$ cat config.mk
export PLATFORM = sky130hd
export DESIGN_NAME = ring_osc_freq_meter_flat
export DESIGN_NICKNAME = d
export VERILOG_FILES = /design/src/rtl/ring_osc_freq_meter_if.sv /design/src/rtl/ring_osc_freq_meter.sv /design/src/flat_wrapper.sv
export SDC_FILE = /design/constraint.sdc
export NUM_CORES = 1
export LEC_CHECK = 0
export CORE_ASPECT_RATIO = 0.7
export CORE_UTILIZATION = 40
export CTS_CLUSTER_SIZE = 28
export DETAILED_ROUTE_END_ITERATION = 16
export MAX_ROUTING_LAYER = met4
export SETUP_SLACK_MARGIN = 0.1
export SYNTH_ARGS = -nofsm -noshare
export SYNTH_HDL_FRONTEND = slang
export SYNTH_SLANG_ARGS = --single-unit
$ cat constraint.sdc
create_clock -name clk -period 3.7 [get_ports clk]
set_clock_uncertainty 0.1 [all_clocks]
set_input_delay 0.74 -clock clk [delete_from_list [all_inputs] [get_ports clk]]
set_output_delay 0.74 -clock clk [all_outputs]
set_load 0.005 [all_outputs]
$ cat src/rtl/ring_osc_freq_meter_if.sv
// Result channel of the ring-oscillator frequency meter: edge count, overflow flag and
// a valid/ready handshake. The meter drives the master side.
interface ring_osc_freq_meter_if #(
  parameter int unsigned COUNT_BITS = 16
) ();
  logic [COUNT_BITS-1:0] count;
  logic                  valid;
  logic                  ready;
  logic                  overflow;

  modport master (
    output count,
    output valid,
    output overflow,
    input  ready
  );

  modport slave (
    input  count,
    input  valid,
    input  overflow,
    output ready
  );
endinterface

$ cat src/rtl/ring_osc_freq_meter.sv
// Counts rising edges of an asynchronous divided ring-oscillator clock over a fixed gate
// window of system-clock cycles and presents the result on a valid/ready channel.
module ring_osc_freq_meter #(
  parameter int unsigned GATE_CYCLES = 1024,
  parameter int unsigned COUNT_BITS  = 16,
  parameter int unsigned SYNC_STAGES = 2
) (
  input  logic                  clk,
  input  logic                  rst,
  input  logic                  i_osc_in,
  input  logic                  i_start,
  input  logic                  i_continuous,
  output logic                  o_busy,
  ring_osc_freq_meter_if.master m_if
);

  localparam int unsigned GW = $clog2(GATE_CYCLES);
  localparam logic [GW-1:0] GateLast = GW'(GATE_CYCLES - 1);

  typedef enum logic [1:0] {StIdle, StMeasure, StHold} state_e;

  state_e                  r_state;
  logic [SYNC_STAGES-1:0]  r_sync;
  logic                    r_hist;
  logic [GW-1:0]           r_gate_cnt;
  logic [COUNT_BITS-1:0]   r_edge_cnt;
  logic                    r_ovf;
  logic [COUNT_BITS-1:0]   r_count;
  logic                    r_overflow;
  logic                    r_valid;

  logic                    w_rise;
  logic                    w_edge_full;
  logic [COUNT_BITS-1:0]   w_edge_next;
  logic                    w_ovf_next;

  // osc_in is only ever sampled as data; the synchroniser runs in every state.
  always_ff @(posedge clk or posedge rst) begin
    if (rst) begin
      r_sync <= '0;
      r_hist <= 1'b0;
    end else begin
      r_sync <= {r_sync[SYNC_STAGES-2:0], i_osc_in};
      r_hist <= r_sync[SYNC_STAGES-1];
    end
  end

  assign w_rise      = r_sync[SYNC_STAGES-1] & ~r_hist;
  assign w_edge_full = &r_edge_cnt;
  assign w_edge_next = (w_rise && !w_edge_full) ? r_edge_cnt + COUNT_BITS'(1) : r_edge_cnt;
  assign w_ovf_next  = r_ovf | (w_rise & w_edge_full);

  always_ff @(posedge clk or posedge rst) begin
    if (rst) begin
      r_state    <= StIdle;
      r_gate_cnt <= '0;
      r_edge_cnt <= '0;
      r_ovf      <= 1'b0;
      r_count    <= '0;
      r_overflow <= 1'b0;
      r_valid    <= 1'b0;
    end else begin
      unique case (r_state)
        StIdle: begin
          if (i_start) begin
            r_state    <= StMeasure;
            r_gate_cnt <= '0;
            r_edge_cnt <= '0;
            r_ovf      <= 1'b0;
          end
        end
        StMeasure: begin
          r_gate_cnt <= r_gate_cnt + GW'(1);
          r_edge_cnt <= w_edge_next;
          r_ovf      <= w_ovf_next;
          // The closing cycle's own rise is folded into the reported result.
          if (r_gate_cnt == GateLast) begin
            r_count    <= w_edge_next;
            r_overflow <= w_ovf_next;
            r_valid    <= 1'b1;
            r_state    <= StHold;
          end
        end
        StHold: begin
          if (r_valid && m_if.ready) begin
            r_valid <= 1'b0;
            if (i_continuous) begin
              r_state    <= StMeasure;
              r_gate_cnt <= '0;
              r_edge_cnt <= '0;
              r_ovf      <= 1'b0;
            end else begin
              r_state <= StIdle;
            end
          end
        end
        default: r_state <= StIdle;
      endcase
    end
  end

  assign m_if.count    = r_count;
  assign m_if.overflow = r_overflow;
  assign m_if.valid    = r_valid;
  assign o_busy        = (r_state != StIdle);

endmodule
$ cat src/flat_wrapper.sv
// flat-port wrapper written by rule: the top's interface ports become plain ports
module ring_osc_freq_meter_flat 
#(
  parameter int unsigned GATE_CYCLES = 1024,
  parameter int unsigned COUNT_BITS  = 16,
  parameter int unsigned SYNC_STAGES = 2
)
  (clk, rst, i_osc_in, i_start, i_continuous, o_busy, m_if_count, m_if_valid, m_if_overflow, m_if_ready);
  ring_osc_freq_meter_if #(.COUNT_BITS(COUNT_BITS)) m_if_i ();
  input  logic clk;
  input  logic rst;
  input  logic i_osc_in;
  input  logic i_start;
  input  logic i_continuous;
  output logic o_busy;
  output wire logic [$bits(m_if_i.count)-1:0] m_if_count;
  output wire logic [$bits(m_if_i.valid)-1:0] m_if_valid;
  output wire logic [$bits(m_if_i.overflow)-1:0] m_if_overflow;
  input wire logic [$bits(m_if_i.ready)-1:0] m_if_ready;
  assign m_if_count = m_if_i.count;
  assign m_if_valid = m_if_i.valid;
  assign m_if_overflow = m_if_i.overflow;
  assign m_if_i.ready = m_if_ready;
  ring_osc_freq_meter #(.GATE_CYCLES(GATE_CYCLES), .COUNT_BITS(COUNT_BITS), .SYNC_STAGES(SYNC_STAGES)) u_core (.clk(clk), .rst(rst), .i_osc_in(i_osc_in), .i_start(i_start), .i_continuous(i_continuous), .o_busy(o_busy), .m_if(m_if_i));
endmodule
# Yosys cells after proc, flatten, opt, wreduce, memory -nomap -nowiden

Index checks and enable logic that the tools add are counted.

Input bits: 6
Output and inout bits: 19
Register bits after elaboration: 50

Equality and inequality tests: 7
Muxes and demuxes: 21
$add $sub $neg: 2
Reductions and logical operators: 12
Bitwise operators: 4

Operators by type and width:

| kind                                                            | number |
|---|---|
| 16-bit two-way mux                                              | 4 |
| 16-bit case mux with 3 select lines                             | 1 |
| 10-bit two-way mux                                              | 3 |
| 10-bit case mux with 3 select lines                             | 1 |
| 16-bit by 1-bit adder with 16-bit output, second input constant | 1 |
| 16-bit AND reduction                                            | 1 |
| 10-bit by 1-bit adder with 10-bit output, second input constant | 1 |
| 10-bit == test, second input constant                           | 1 |
| 1-bit two-way mux                                               | 6 |
| 2-bit two-way mux                                               | 3 |
| 2-bit case mux with 3 select lines                              | 1 |
| 3-bit AND reduction                                             | 2 |
| 2-bit by 1-bit != test with 1-bit output, second input constant | 2 |
| 2-bit != test, second input constant                            | 2 |
| 4-bit AND reduction                                             | 1 |
| 2-bit nonzero test                                              | 2 |
| 1-bit case mux with 3 select lines                              | 1 |
| 3-bit nonzero test                                              | 1 |
| 1-bit AND                                                       | 2 |
| 2-bit by 1-bit == test with 1-bit output, second input constant | 1 |
| 2-bit == test, second input constant                            | 1 |
| 1-bit logical AND                                               | 2 |
| 2-bit zero test                                                 | 1 |
| 1-bit case mux with 2 select lines                              | 1 |
| 4 further kinds                                                 | 4 |

# Logic depth before layout (Yosys ltp)

Gate-level depths: netlist of the first run.

Word-level depth: 5
Mapped depth: 8
Mapped depth without buffers: 7

# Worst setup path after synthesis of the first run

OpenSTA, ideal clock, no wires.

Path kind: register -> register
Start point: reg u_core.r_state[0]
End point: reg u_core.r_edge_cnt[4]
Library setup time: 0.083 ns
Data required time: 3.517 ns
Data arrival time: 1.927 ns
Slack: 1.590 ns
Path buffers: 1
Stages on the path, launching flop included: 9
Cells stage by stage: dfrtp_1 > inv_1 > ha_1 > nor2b_1 > a2111oi_2 > nand2_1 > clkbuf_1 > or3_1 > o21ai_0

Word-level cells in the longest chain between the ends: 3
Elaborated cells on any way between the ends: 9
Classes of those cells: 5 x eq/ne; 1 x mux; 3 x reduce/logical

Ends and longest elaborated chain:

| element                                         | RTL line                  | RTL |
|---|---|---|
| from (decl)                                     | ring_osc_freq_meter.sv:22 | `state_e r_state;` |
| from (signal assigned)                          | ring_osc_freq_meter.sv:55 | `r_state <= StIdle;` |
| from (signal assigned)                          | ring_osc_freq_meter.sv:66 | `r_state <= StMeasure;` |
| from (signal assigned)                          | ring_osc_freq_meter.sv:81 | `r_state <= StHold;` |
| 2-bit == test (tied with other cells)           | ring_osc_freq_meter.sv:63 | `unique case (r_state)` |
| 2-bit != test (no line) (tied with other cells) | n/a                       |  |
| 4-bit AND reduction (no line)                   | n/a                       |  |
| to (signal assigned)                            | ring_osc_freq_meter.sv:74 | `r_edge_cnt <= w_edge_next;` |
| to (decl)                                       | ring_osc_freq_meter.sv:26 | `logic [COUNT_BITS-1:0] r_edge_cnt;` |

Parallel ways exist; a longest one is shown, timed or not.
A chain may end at the register's enable or synchronous reset.

# Worst setup path in the final report of the first run

Start point: in m_if_ready
End point: reg u_core.r_edge_cnt[5]

Word-level cells in the longest chain between the ends: 3

Ends and longest elaborated chain:

| element                                            | RTL line                  | RTL |
|---|---|---|
| from (decl)                                        | flat_wrapper.sv:19        | `input wire logic [$bits(m_if_i.ready)-1:0] m_if_ready;` |
| 1-bit logical AND                                  | ring_osc_freq_meter.sv:85 | `if (r_valid && m_if.ready) begin` |
| 2-bit by 1-bit != test with 1-bit output (no line) | n/a                       |  |
| 4-bit AND reduction (no line)                      | n/a                       |  |

Every way passes these cells.

==> results of run 1 <==
[cells by family (layout without fill, tap and decap cells)]
group	Yosys count	count (layout)	share of synthesized area [%]
and+or+nand+nor	119	119	23.5
AOI/OAI and AO/OA	71	71	16.8
DFF	50	50	46.8
buffers and inverters	25	53	3.84
xor gates and xnor gates	12	12	3.93
adders and majority gates	7	7	3.28
muxes	5	5	1.87
[final cells by class]
cell class	count	area share, %
tap	91	3.63
clock buffer	8	3.51
inverter	14	1.67
timing repair buffer	31	9.33
sequential	50	39.9
multi-input combinational	214	42.0
[cells in the final DEF (no fill, tap or decap), types with 5 or more instances in the layout]
master           count
clkdlybuf4s50_1     24
a21oi_1             12
buf_4                7
ha_1                 7
o21ai_0             29
a21o_1               6
mux2i_1              5
dfrtp_1             50
nand3_1             10
nand4_1              6
clkbuf_8             8
nand2_1             47
nor2_1              18
xnor2_1             10
nor3_1               5
inv_1               12
and3_1               7
[final timing paths]
check / startpoint / endpoint / slack, ps / depth (start not counted)
max in group asynchronous: rst / u_core.r_edge_cnt[4] / 2110 / 3
min reg2reg: u_core.r_sync[0] / u_core.r_sync[1] / 260 / 0
min: u_core.r_sync[0] / u_core.r_sync[1] / 260 / 0
max reg2reg: u_core.r_state[0] / u_core.r_edge_cnt[5] / 1200 / 7
min in group asynchronous: rst / u_core.m_if.count[12] / 620 / 2
max: m_if_ready / u_core.r_edge_cnt[5] / 1140 / 6
[report_power, final]
| part | total (mW) | leakage [nW] | switching, mW | internal [mW] |
|---|---|---|---|---|
| clock | 0.371 | 0.0575 | 0.182 | 0.189 |
| sequential | 0.610 | 0.684 | 0.0330 | 0.577 |
| combinational | 0.399 | 0.609 | 0.249 | 0.150 |
| total | 1.38 | 1.35 | 0.464 | 0.916 |
[flip-flops by register name (all words and copies together), names as in the netlist]
| name | cells |
|---|---|
| u_core.m_if.count | 16 |
| u_core.r_edge_cnt | 16 |
| u_core.r_gate_cnt | 10 |
| u_core.r_state | 2 |
| u_core.r_sync | 2 |
| u_core.m_if.overflow | 1 |
| u_core.m_if.valid | 1 |
| u_core.r_hist | 1 |
| u_core.r_ovf | 1 |
[per-layer routing]
layer	track usage [%]	up-vias
met5	-	-
met1	28.7	1008
met2	28.7	35
met3	3.60	5
met4	4.41	0
li1	-	1073
[metrics by stage]
stage,hold WS (ps),cells
CTS,262,408
floorplan,231,289
global placement,234,400
finish,261,408
global route,278,408
detailed placement,241,400
==> summary.md, run 1 <==
| Metric | Value |
|---|---|
| Outcome | `finished clean` |
| Post-synth EDFFs | `0` |
| Launching element type of the critical path | `input pin` |
| Num rows | `24` |
| Max IR drop VDD | `0.188 mV` |
| Total Power | `1.38 mW` |
| Post-Route Setup TNS | `0 ps` |
| Layout area overhead | `17.5%` |
| CP cell instances | `clkdlybuf4s50_1 > nand2_1 > a2111oi_2 > nand2_1 > or3_1 > o21ai_0` |
| First-pass GRT wire length | `a little over 10 mm` |
| Worst setup EP type | `flip-flop` |
| Routed wl met2 | `~2.5 mm` |
| DP Area | `3030 um2` |
| Die footprint | `roughly 7000 um2` |
| Sequential cell area | `between 1000 and 1500 um2` |
| DP Worst Slack | `about 810 ps` |
| Final WL | `between 5 and 6 mm` |
| Finished Cell Area | `approximately 3100 um2` |
| Gpl congestion | `0.813` |
| Drt drc | `0` |
| Synthesized Nets | `~300` |
| CTS Buffer Depth | `2` |
| Max-slew headroom | `between 40% and 50%` |
| Yosys warning count | `0` |
| ANT cells | `0` |
| Post-synth top flop | `dfrtp_1` |
| Die W | `roughly 100 um` |
| Crit-path most repeated cell | `nand2_1` |
| Synth Register Bits | `50` |
| Final hold vios | `0` |
| Largest net degree at the start of global routing | `35` |
| CTS tree | `done` |
| Die Span Y | `approximately 70 um` |
| Top cells by area, synth | `dfrtp_1 47%, nand2_1 6.6%, o21ai_0 5.4%` |
| Vias in the first global route | `2029` |
| Post-synth top area cell | `dfrtp_1` |
| HP Class | `flip-flop to flip-flop` |
| PortBufs | `24` |
| PostCTS Resize Cnt | `0` |
| Slowest cell on the critical path | `clkdlybuf4s50_1` |
| CTS sink count | `50` |
| Slowest cell delay on critical path | `around 470 ps` |
| Pre-antenna DRT Iters | `4` |
| FMAX | `a little under 400 MHz` |
| ANT nets after route | `0` |
| Finish-stage setup viols | `0` |
| Top cell type's share of synthesized area | `46.8%` |
| Worst path arrival time | `about 2700 ps` |
| Wl on met1 | `about 3.2 mm` |
| WL per Instance | `14.7 um` |
| Final Critical Period | `roughly 2600 ps` |
| Root Driver | `clkbuf_8` |
| Max-cap viol count | `0` |
| RSZ-0062 raised after global routing | `no` |
| Synth Cell Area | `around 2700 um2` |
| Critical path type | `input pin to flip-flop` |
| Initial Util | `a little over two fifths` |
| Syn avg cell area | `9.25 um2` |
| Max Slew Vio Count | `0` |
| Worst-path clk slew | `roughly 90 ps` |
| Top Layer Used | `met4` |
| Initial antenna violation count | `0` |
| Worst slew pin tran | `~830 ps` |
| Post-route setup slack | `around 1100 ps` |
| Post-synthesis cell type count | `46` |
| NumNets Final | `between 300 and 400` |
| Layout Utilization | `approximately 50%` |
| Latest clock arrival within the worst-skew pair | `~300 ps` |
| Io pins | `25` |
| Total GRT Usage | `19.8%` |
| H-tree levels | `2` |
| Count leader, synth | `dfrtp_1` |
| Tcrit/Tclk final | `about 69%` |
| Crit-path leading delay family | `simple AND/OR/NAND/NOR gates` |
| Layout cells sized above 1 | `between 8 and 9%` |
| Met3 Wirelength | `about 200 um` |
| PwrDens | `440 nW/um2` |
| FFs w/ async S/R, synth | `between 90% and 100%` |
| Gate Count Post-Synth | `between 200 and 300` |
| Core area | `6340 um2` |
| Filler Cell Count | `606` |
| Aggregate global routing overflow | `0` |
| WP buf/inv | `1` |
| CP Data Required Time | `between 3000 and 4000 ps` |
| Number of buffers created by CTS | `5` |
| Setup Fix Bufs, Post-CTS | `0` |
| Lkg Pwr | `1.35 nW` |
| Sequential area share after synthesis | `a little under half` |
| Hold Buf Count CTS | `0` |
| Area of the multi-input gates | `1320 um2` |
| DR vias | `roughly 2100` |
| Crit path max fanout | `12` |
| Detail Placement HPWL | `roughly 4.2 mm` |
| Most common library cells after synthesis | `50 x dfrtp_1, 47 x nand2_1, 29 x o21ai_0, 18 x nor2_1, 13 x inv_1` |
| Vias/cell | `5.20` |
| Starting DRC count in detailed routing | `about 120` |
Note: power is estimated with default switching activity, not from simulation.
==> inputs of run 2 (changes only) <==
==> constraint.sdc (replaced) <==
create_clock -name clk -period 2.4 [get_ports clk]
set_clock_uncertainty 0.1 [all_clocks]
set_input_delay 0.48 -clock clk [delete_from_list [all_inputs] [get_ports clk]]
set_output_delay 0.48 -clock clk [all_outputs]
set_load 0.005 [all_outputs]
==> summary.md, run 2 (synthesis gave the netlist of run 1 again) <==
| Metric | Value |
|---|---|
| Outcome | `finished clean` |
| CTS tree | `done` |
| Launching element type of the critical path | `flip-flop` |
| Slowest cell on the critical path | `clkdlybuf4s50_1` |
| Non-Filler Instances | `417 (+2.2%)` |
| Wl on met1 | `3.14 mm (-1.7%)` |
| Gpl congestion | `0.893 (+9.8%)` |
| Filler Cell Count | `589 (-2.8%)` |
| ANT nets after route | `0 (unchanged)` |
| Vias/cell | `5.17 (-0.64%)` |
| PwrDens | `679 nW/um2 (+55%)` |
| Finish-stage setup viols | `0 (unchanged)` |
| Lkg Pwr | `1.40 nW (+3.7%)` |
| CP Data Required Time | `1820 ps (-2010 ps)` |
| Largest net degree at the start of global routing | `51 (+46%)` |
| Max Slew Vio Count | `0 (unchanged)` |
| Slowest cell delay on critical path | `490 ps (+20 ps)` |
| Min-delay src | `u_core.r_sync[0]` |
| RSZ-0062 raised after global routing | `no` |
| Crit-path most repeated cell | `inv_1` |
| Worst Hold End | `u_core.r_sync[1]` |
| Root Driver | `clkbuf_8` |
| Drt drc | `0 (unchanged)` |
| Detail Placement HPWL | `4.24 mm (about the same)` |
| Final WL | `5.88 mm (-1.9%)` |
| NumNets Final | `338 (+2.7%)` |
| Placed Cells | `408 (+2.0%)` |
| Number of buffers created by CTS | `5 (unchanged)` |
| Tcrit/Tclk final | `between 90% and 100%` |
| Reg2reg start | `u_core.r_state[1]` |
| Pre-antenna DRT Iters | `4 (unchanged)` |
| Final hold vios | `0 (unchanged)` |
| Most common cell after layout, fill and taps aside | `dfrtp_1` |
| Sw Share | `32.9% (-0.68 points)` |
| Io pins | `25 (unchanged)` |
| End of the worst register-to-register path | `u_core.r_state[0]` |
| CP cell instances | `inv_1 > ha_1 > inv_1 > clkdlybuf4s50_1` |
| DR vias | `2154 (+1.6%)` |
| Layout cells sized above 1 | `12.0% (+3.1 points)` |
| DP Area | `3110 um2 (+2.8%)` |
| Worst-path clk slew | `90 ps (about the same)` |
| Switching power | `0.723 mW (+56%)` |
| Die Span Y | `70.4 um (unchanged)` |
| Max IR drop VDD | `0.356 mV (+89%)` |
| Internal | `1.47 mW (+61%)` |
| Area of the multi-input gates | `1320 um2 (unchanged)` |
| Met3 Wirelength | `311 um (+56%)` |
| Layout area overhead | `21.1%` |
| Initial Util | `42.2% (unchanged)` |
| Final Critical Period | `2170 ps` |
| Layout Utilization | `51.1% (+1.5 points)` |
| Starting DRC count in detailed routing | `129 (+5.7%)` |
| ANT cells | `0 (unchanged)` |
| Crit path max fanout | `5 (-7)` |
| Latest clock arrival within the worst-skew pair | `310 ps (about the same)` |
| WHS | `256 ps (-4.64 ps)` |
| Max-slew headroom | `69.2% (+25 points)` |
| Power share of the clock group | `27.0% (about the same)` |
| Die W | `99.7 um (unchanged)` |
| Sequential power share | `42.9% (-1.3 points)` |
| CTS Buffer Depth | `2 (unchanged)` |
| Max-cap viol count | `0 (unchanged)` |
| Die footprint | `7020 um2 (unchanged)` |
| Worst setup EP type | `output port` |
| Post-Route Setup TNS | `0 ps (unchanged)` |
| Num rows | `24 (unchanged)` |
| FMAX | `462 MHz` |
| Aggregate global routing overflow | `0 (unchanged)` |
| Top Layer Used | `met4` |
| HP Class | `flip-flop to flip-flop` |
| PortBufs | `24 (unchanged)` |
| First-pass GRT wire length | `10.1 mm (-2.6%)` |
| Critical path type | `flip-flop to output port` |
| Vias in the first global route | `2019 (-0.49%)` |
| Comb pwr share | `30.2% (+1.3 points)` |
| Sequential cell area | `1250 um2 (about the same)` |
| Most frequent cells in the layout | `49 x dfrtp_1, 47 x nand2_1, 29 x o21ai_0, 24 x clkdlybuf4s50_1, 18 x nor2_1` |
| Core area | `6340 um2 (unchanged)` |
| Worst path arrival time | `1590 ps (-1100 ps)` |
| WL per Instance | `14.1 um (-4.0%)` |
| Worst slew pin tran | `462 ps (-366 ps)` |
| Finished Cell Area | `3240 um2 (+3.1%)` |
| CTS sink count | `50 (unchanged)` |
| Total GRT Usage | `19.1% (-0.70 points)` |
| H-tree levels | `2 (unchanged)` |
| Routed wl met2 | `2.35 mm (-7.8%)` |
| R2r setup slk | `240 ps (-960 ps)` |
| R2r worst-path depth | `7 (unchanged)` |
| Worst Hold Path Cells | `0 (unchanged)` |
| Initial antenna violation count | `0 (unchanged)` |
## run 2: cell count changes in the layout (fill, tap and decap cells not counted), moves of 2 or more
| cell | previous run | this run |
|---|---|---|
| buf_4 | 7 | 14 |
| clkinv_2 | 0 | 2 |
| buf_12 | 0 | 2 |
| clkbuf_8 | 8 | 5 |
## run 2: power by group through the flow
| stage | clock network (mW) | registers (mW) | logic (mW) |
|---|---|---|---|
| floorplan | 0 | 0.946 | 0.413 |
| global placement | 0 | 0.954 | 0.632 |
| detailed placement | 0 | 0.955 | 0.645 |
| CTS | 0.618 | 0.939 | 0.645 |
| global route | 0.650 | 0.950 | 0.730 |
| finish | 0.593 | 0.942 | 0.663 |
## run 2: layout make-up
| type | instances | share of cell area, % |
|---|---|---|
| Timing Repair Buffer | 40 | 11.9 |
| Clock buffer | 5 | 2.13 |
| Sequential cell | 50 | 38.7 |
| Multi-Input combinational cell | 214 | 40.8 |
| Inverter | 14 | 1.74 |
| Clock inverter | 3 | 1.24 |
| Tap cell | 91 | 3.52 |
## run 2: critical path, delay by kind of cell (launching register included)
family | cells | cell delay, ps
adder cells (fa/ha/maj) | 1 | 210
buffers and inverters | 3 | 640
flip-flops | 1 | 440
## run 2: metal layers
layer / vias up / track usage [%]
met5: - / -
li1: 1096 / -
met1: 994 / 28.4
met4: 0 / 6.21
met2: 57 / 25.7
met3: 7 / 3.60
## run 2: how the worst max path moves through the flow
stage	endpoint	cells past startpoint	slack, ps	from
finish	o_busy	4	230	u_core.r_state[1]
global route	u_core.r_gate_cnt[7]	7	100	u_core.r_state[1]
CTS	u_core.r_state[0]	7	180	u_core.r_state[1]
detailed placement	u_core.r_gate_cnt[6]	6	50	m_if_ready
global placement	u_core.r_edge_cnt[6]	6	100	m_if_ready
floorplan	u_core.r_edge_cnt[4]	8	290	u_core.r_state[0]
## run 2: through the flow
stage                     total power [mW]  setup WS (ps)
after floorplan                       1.36            290
after global placement                1.59           95.9
after detailed placement              1.60           52.2
after CTS                             2.20            178
after global routing                  2.33           96.0
final                                 2.20            234
## run 2: what timing repair did
item | in CTS | in global routing
gates resized for setup | 0 | 2
setup buffers | 0 | 1
hold buffers | 0 | 0
setup endpoints to repair | 0 | 16
==> inputs of run 3 (changes only) <==
--- a/config.mk
+++ b/config.mk
@@ -5,11 +5,15 @@
 export SDC_FILE = /design/constraint.sdc
 export NUM_CORES = 1
 export LEC_CHECK = 0
+export CELL_PAD_IN_SITES_DETAIL_PLACEMENT = 2
+export CELL_PAD_IN_SITES_GLOBAL_PLACEMENT = 2
 export CORE_ASPECT_RATIO = 0.7
-export CORE_UTILIZATION = 40
+export CORE_UTILIZATION = 36
+export CTS_CLUSTER_DIAMETER = 100
 export CTS_CLUSTER_SIZE = 28
 export DETAILED_ROUTE_END_ITERATION = 16
 export MAX_ROUTING_LAYER = met4
+export PLACE_DENSITY_LB_ADDON = 0.1
 export SETUP_SLACK_MARGIN = 0.1
 export SYNTH_ARGS = -nofsm -noshare
 export SYNTH_HDL_FRONTEND = slang
==> summary.md, run 3 (synthesis gave the netlist of run 1 again) <==
| Metric | Value |
|---|---|
| Die W | `105 um (+5.3%)` |
| CTS tree | `done` |
| Launching element type of the critical path | `flip-flop` |
| WL per Instance | `19.0 um (+35%)` |
| Crit path max fanout | `9 (+4)` |
| NumNets Final | `346 (+2.4%)` |
| Hold Buf Count CTS | `0 (unchanged)` |
| Critical path type | `flip-flop to flip-flop` |
| FMAX | `450 MHz (-2.5%)` |
| Final hold vios | `0 (unchanged)` |
| Root Driver | `clkbuf_8` |
| Gpl congestion | `0.809 (-9.4%)` |
| HP Class | `flip-flop to flip-flop` |
| CP Data Required Time | `2550 ps (+730 ps)` |
| Latest clock arrival within the worst-skew pair | `310 ps (about the same)` |
| Detail Placement HPWL | `5.93 mm (+40%)` |
| Layout area overhead | `22.2%` |
| Pre-antenna DRT Iters | `4 (unchanged)` |
| Io pins | `25 (unchanged)` |
| RSZ-0062 raised after global routing | `no` |
| ANT cells | `0 (unchanged)` |
| Most frequent cells in the layout | `50 x dfrtp_1, 46 x nand2_1, 29 x o21ai_0, 24 x clkdlybuf4s50_1, 23 x buf_4` |
| Final Critical Period | `2220 ps (+54.6 ps)` |
| Tcrit/Tclk final | `92.5% (+2.3 points)` |
| Aggregate global routing overflow | `0 (unchanged)` |
| Worst path arrival time | `2370 ps (+780 ps)` |
| Slowest cell delay on critical path | `430 ps (-60 ps)` |
| Worst slew pin tran | `437 ps (-25.8 ps)` |
| Max Slew Vio Count | `0 (unchanged)` |
| Vias in the first global route | `2483 (+23%)` |
| Lkg Pwr | `1.43 nW (+2.1%)` |
| Initial antenna violation count | `0 (unchanged)` |
| CP cell instances | `inv_1 > ha_1 > nor2b_1 > a2111oi_2 > buf_4 > nand2_1 > mux2i_1 > a22o_1` |
| Vias/cell | `5.47 (+6.0%)` |
| Total GRT Usage | `23.1% (+4.0 points)` |
| Outcome | `finished clean` |
| Filler Cell Count | `749 (+27%)` |
| Num rows | `25 (+4.2%)` |
| Finish-stage setup viols | `0 (unchanged)` |
| Post-route setup slack | `179 ps (-54.6 ps)` |
| Final WL | `8.12 mm (+38%)` |
| Most common cell after layout, fill and taps aside | `dfrtp_1` |
| DP Worst Slack | `-30.2 ps (-82.4 ps)` |
| Max IR drop VDD | `0.300 mV (-16%)` |
| Max-cap viol count | `0 (unchanged)` |
| ANT nets after route | `0 (unchanged)` |
| Number of buffers created by CTS | `5 (unchanged)` |
| Slowest cell on the critical path | `dfrtp_1` |
| CTS sink count | `50 (unchanged)` |
| Max-slew headroom | `70.7% (+1.5 points)` |
| CTS Buffer Depth | `2 (unchanged)` |
| Die Span Y | `74.1 um (+5.2%)` |
| DR vias | `2343 (+8.8%)` |
| PortBufs | `24 (unchanged)` |
| Worst-path clk slew | `100 ps (about the same)` |
| PwrDens | `688 nW/um2 (+1.3%)` |
| First-pass GRT wire length | `13.3 mm (+32%)` |
| Initial Util | `38.3% (-3.9 points)` |
| Layout cells sized above 1 | `13.5% (+1.5 points)` |
| Core area | `6980 um2 (+10%)` |
| Die footprint | `7780 um2 (+11%)` |
| Drt drc | `0 (unchanged)` |
| Total Power | `2.25 mW (+2.3%)` |
| H-tree levels | `2 (unchanged)` |
| Worst setup EP type | `flip-flop` |
| Largest net degree at the start of global routing | `51 (unchanged)` |
| Starting DRC count in detailed routing | `69 (-47%)` |
## run 3: cell types whose count changed in the layout (fill, tap and decap cells not counted), sizes merged
cell,change
buf,+8
clkbuf,+2
bufinv,-1
clkinvlp,-1
## run 3: final timing paths
path                       cells past startpoint              start  slack (ps)                    to
max in group asynchronous                      3                rst        1510  u_core.r_gate_cnt[9]
setup reg to reg                               8  u_core.r_state[1]         180  u_core.r_gate_cnt[2]
setup / recovery                               8  u_core.r_state[1]         180  u_core.r_gate_cnt[2]
hold reg to reg                                0   u_core.r_sync[0]         270      u_core.r_sync[1]
min in group asynchronous                      3                rst         430  u_core.m_if.count[8]
hold / removal                                 0   u_core.r_sync[0]         270      u_core.r_sync[1]
## run 3: power by group
part | internal [mW] | switching (mW)
registers | 0.889 | 0.0491
clock network | 0.234 | 0.294
logic | 0.329 | 0.452
## run 3: timing repair
action	4_1_cts	5_1_grt
resized for setup	0	1
buffers inserted	0	4
endpoints found under the setup margin	0	13
## run 3: worst max-delay path, delay by kind of cell (launching register included)
family	cells	cell delay, ps
AO/OA/AOI/OAI	2	570
flip-flops	1	430
buffers and inverters	2	360
AND/OR/NAND/NOR	2	270
adder cells (fa/ha/maj)	1	210
multiplexers	1	210
## run 3: area by class of cell
cell class / count / area (um2) / area share, %
multi-input cells: 214 / 1320 / 40.4
flip-flops and latches: 50 / 1250 / 38.3
repair buffers: 48 / 433 / 13.3
well taps: 94 / 118 / 3.60
clock buffers: 7 / 86.3 / 2.64
inverters: 14 / 52.6 / 1.61
clock inverters: 1 / 5.00 / 0.153
## run 3: per-layer routing
metal / vias to the layer above / global-route usage, % / part of all wire (%)
li1: 1108 / - / -
met1: 1191 / 31.5 / 52
met2: 34 / 36.4 / 45
met3: 10 / 3.59 / 2.2
met4: 0 / 5.63 / 1.3
met5: - / - / 0
## run 3: through the flow
step | cell area [um2] | cells | hold slack (ps) | util, % | setup TNS (ps)
detailed placement | 3140 | 416 | 242 | 45.1 | -122
floorplan | 2670 | 289 | 231 | - | 0
finish | 3270 | 428 | 268 | 46.8 | 0
global route | 3270 | 428 | 282 | 46.8 | 0
CTS | 3230 | 424 | 265 | 46.4 | 0
global placement | 3140 | 416 | 235 | 45.1 | 0
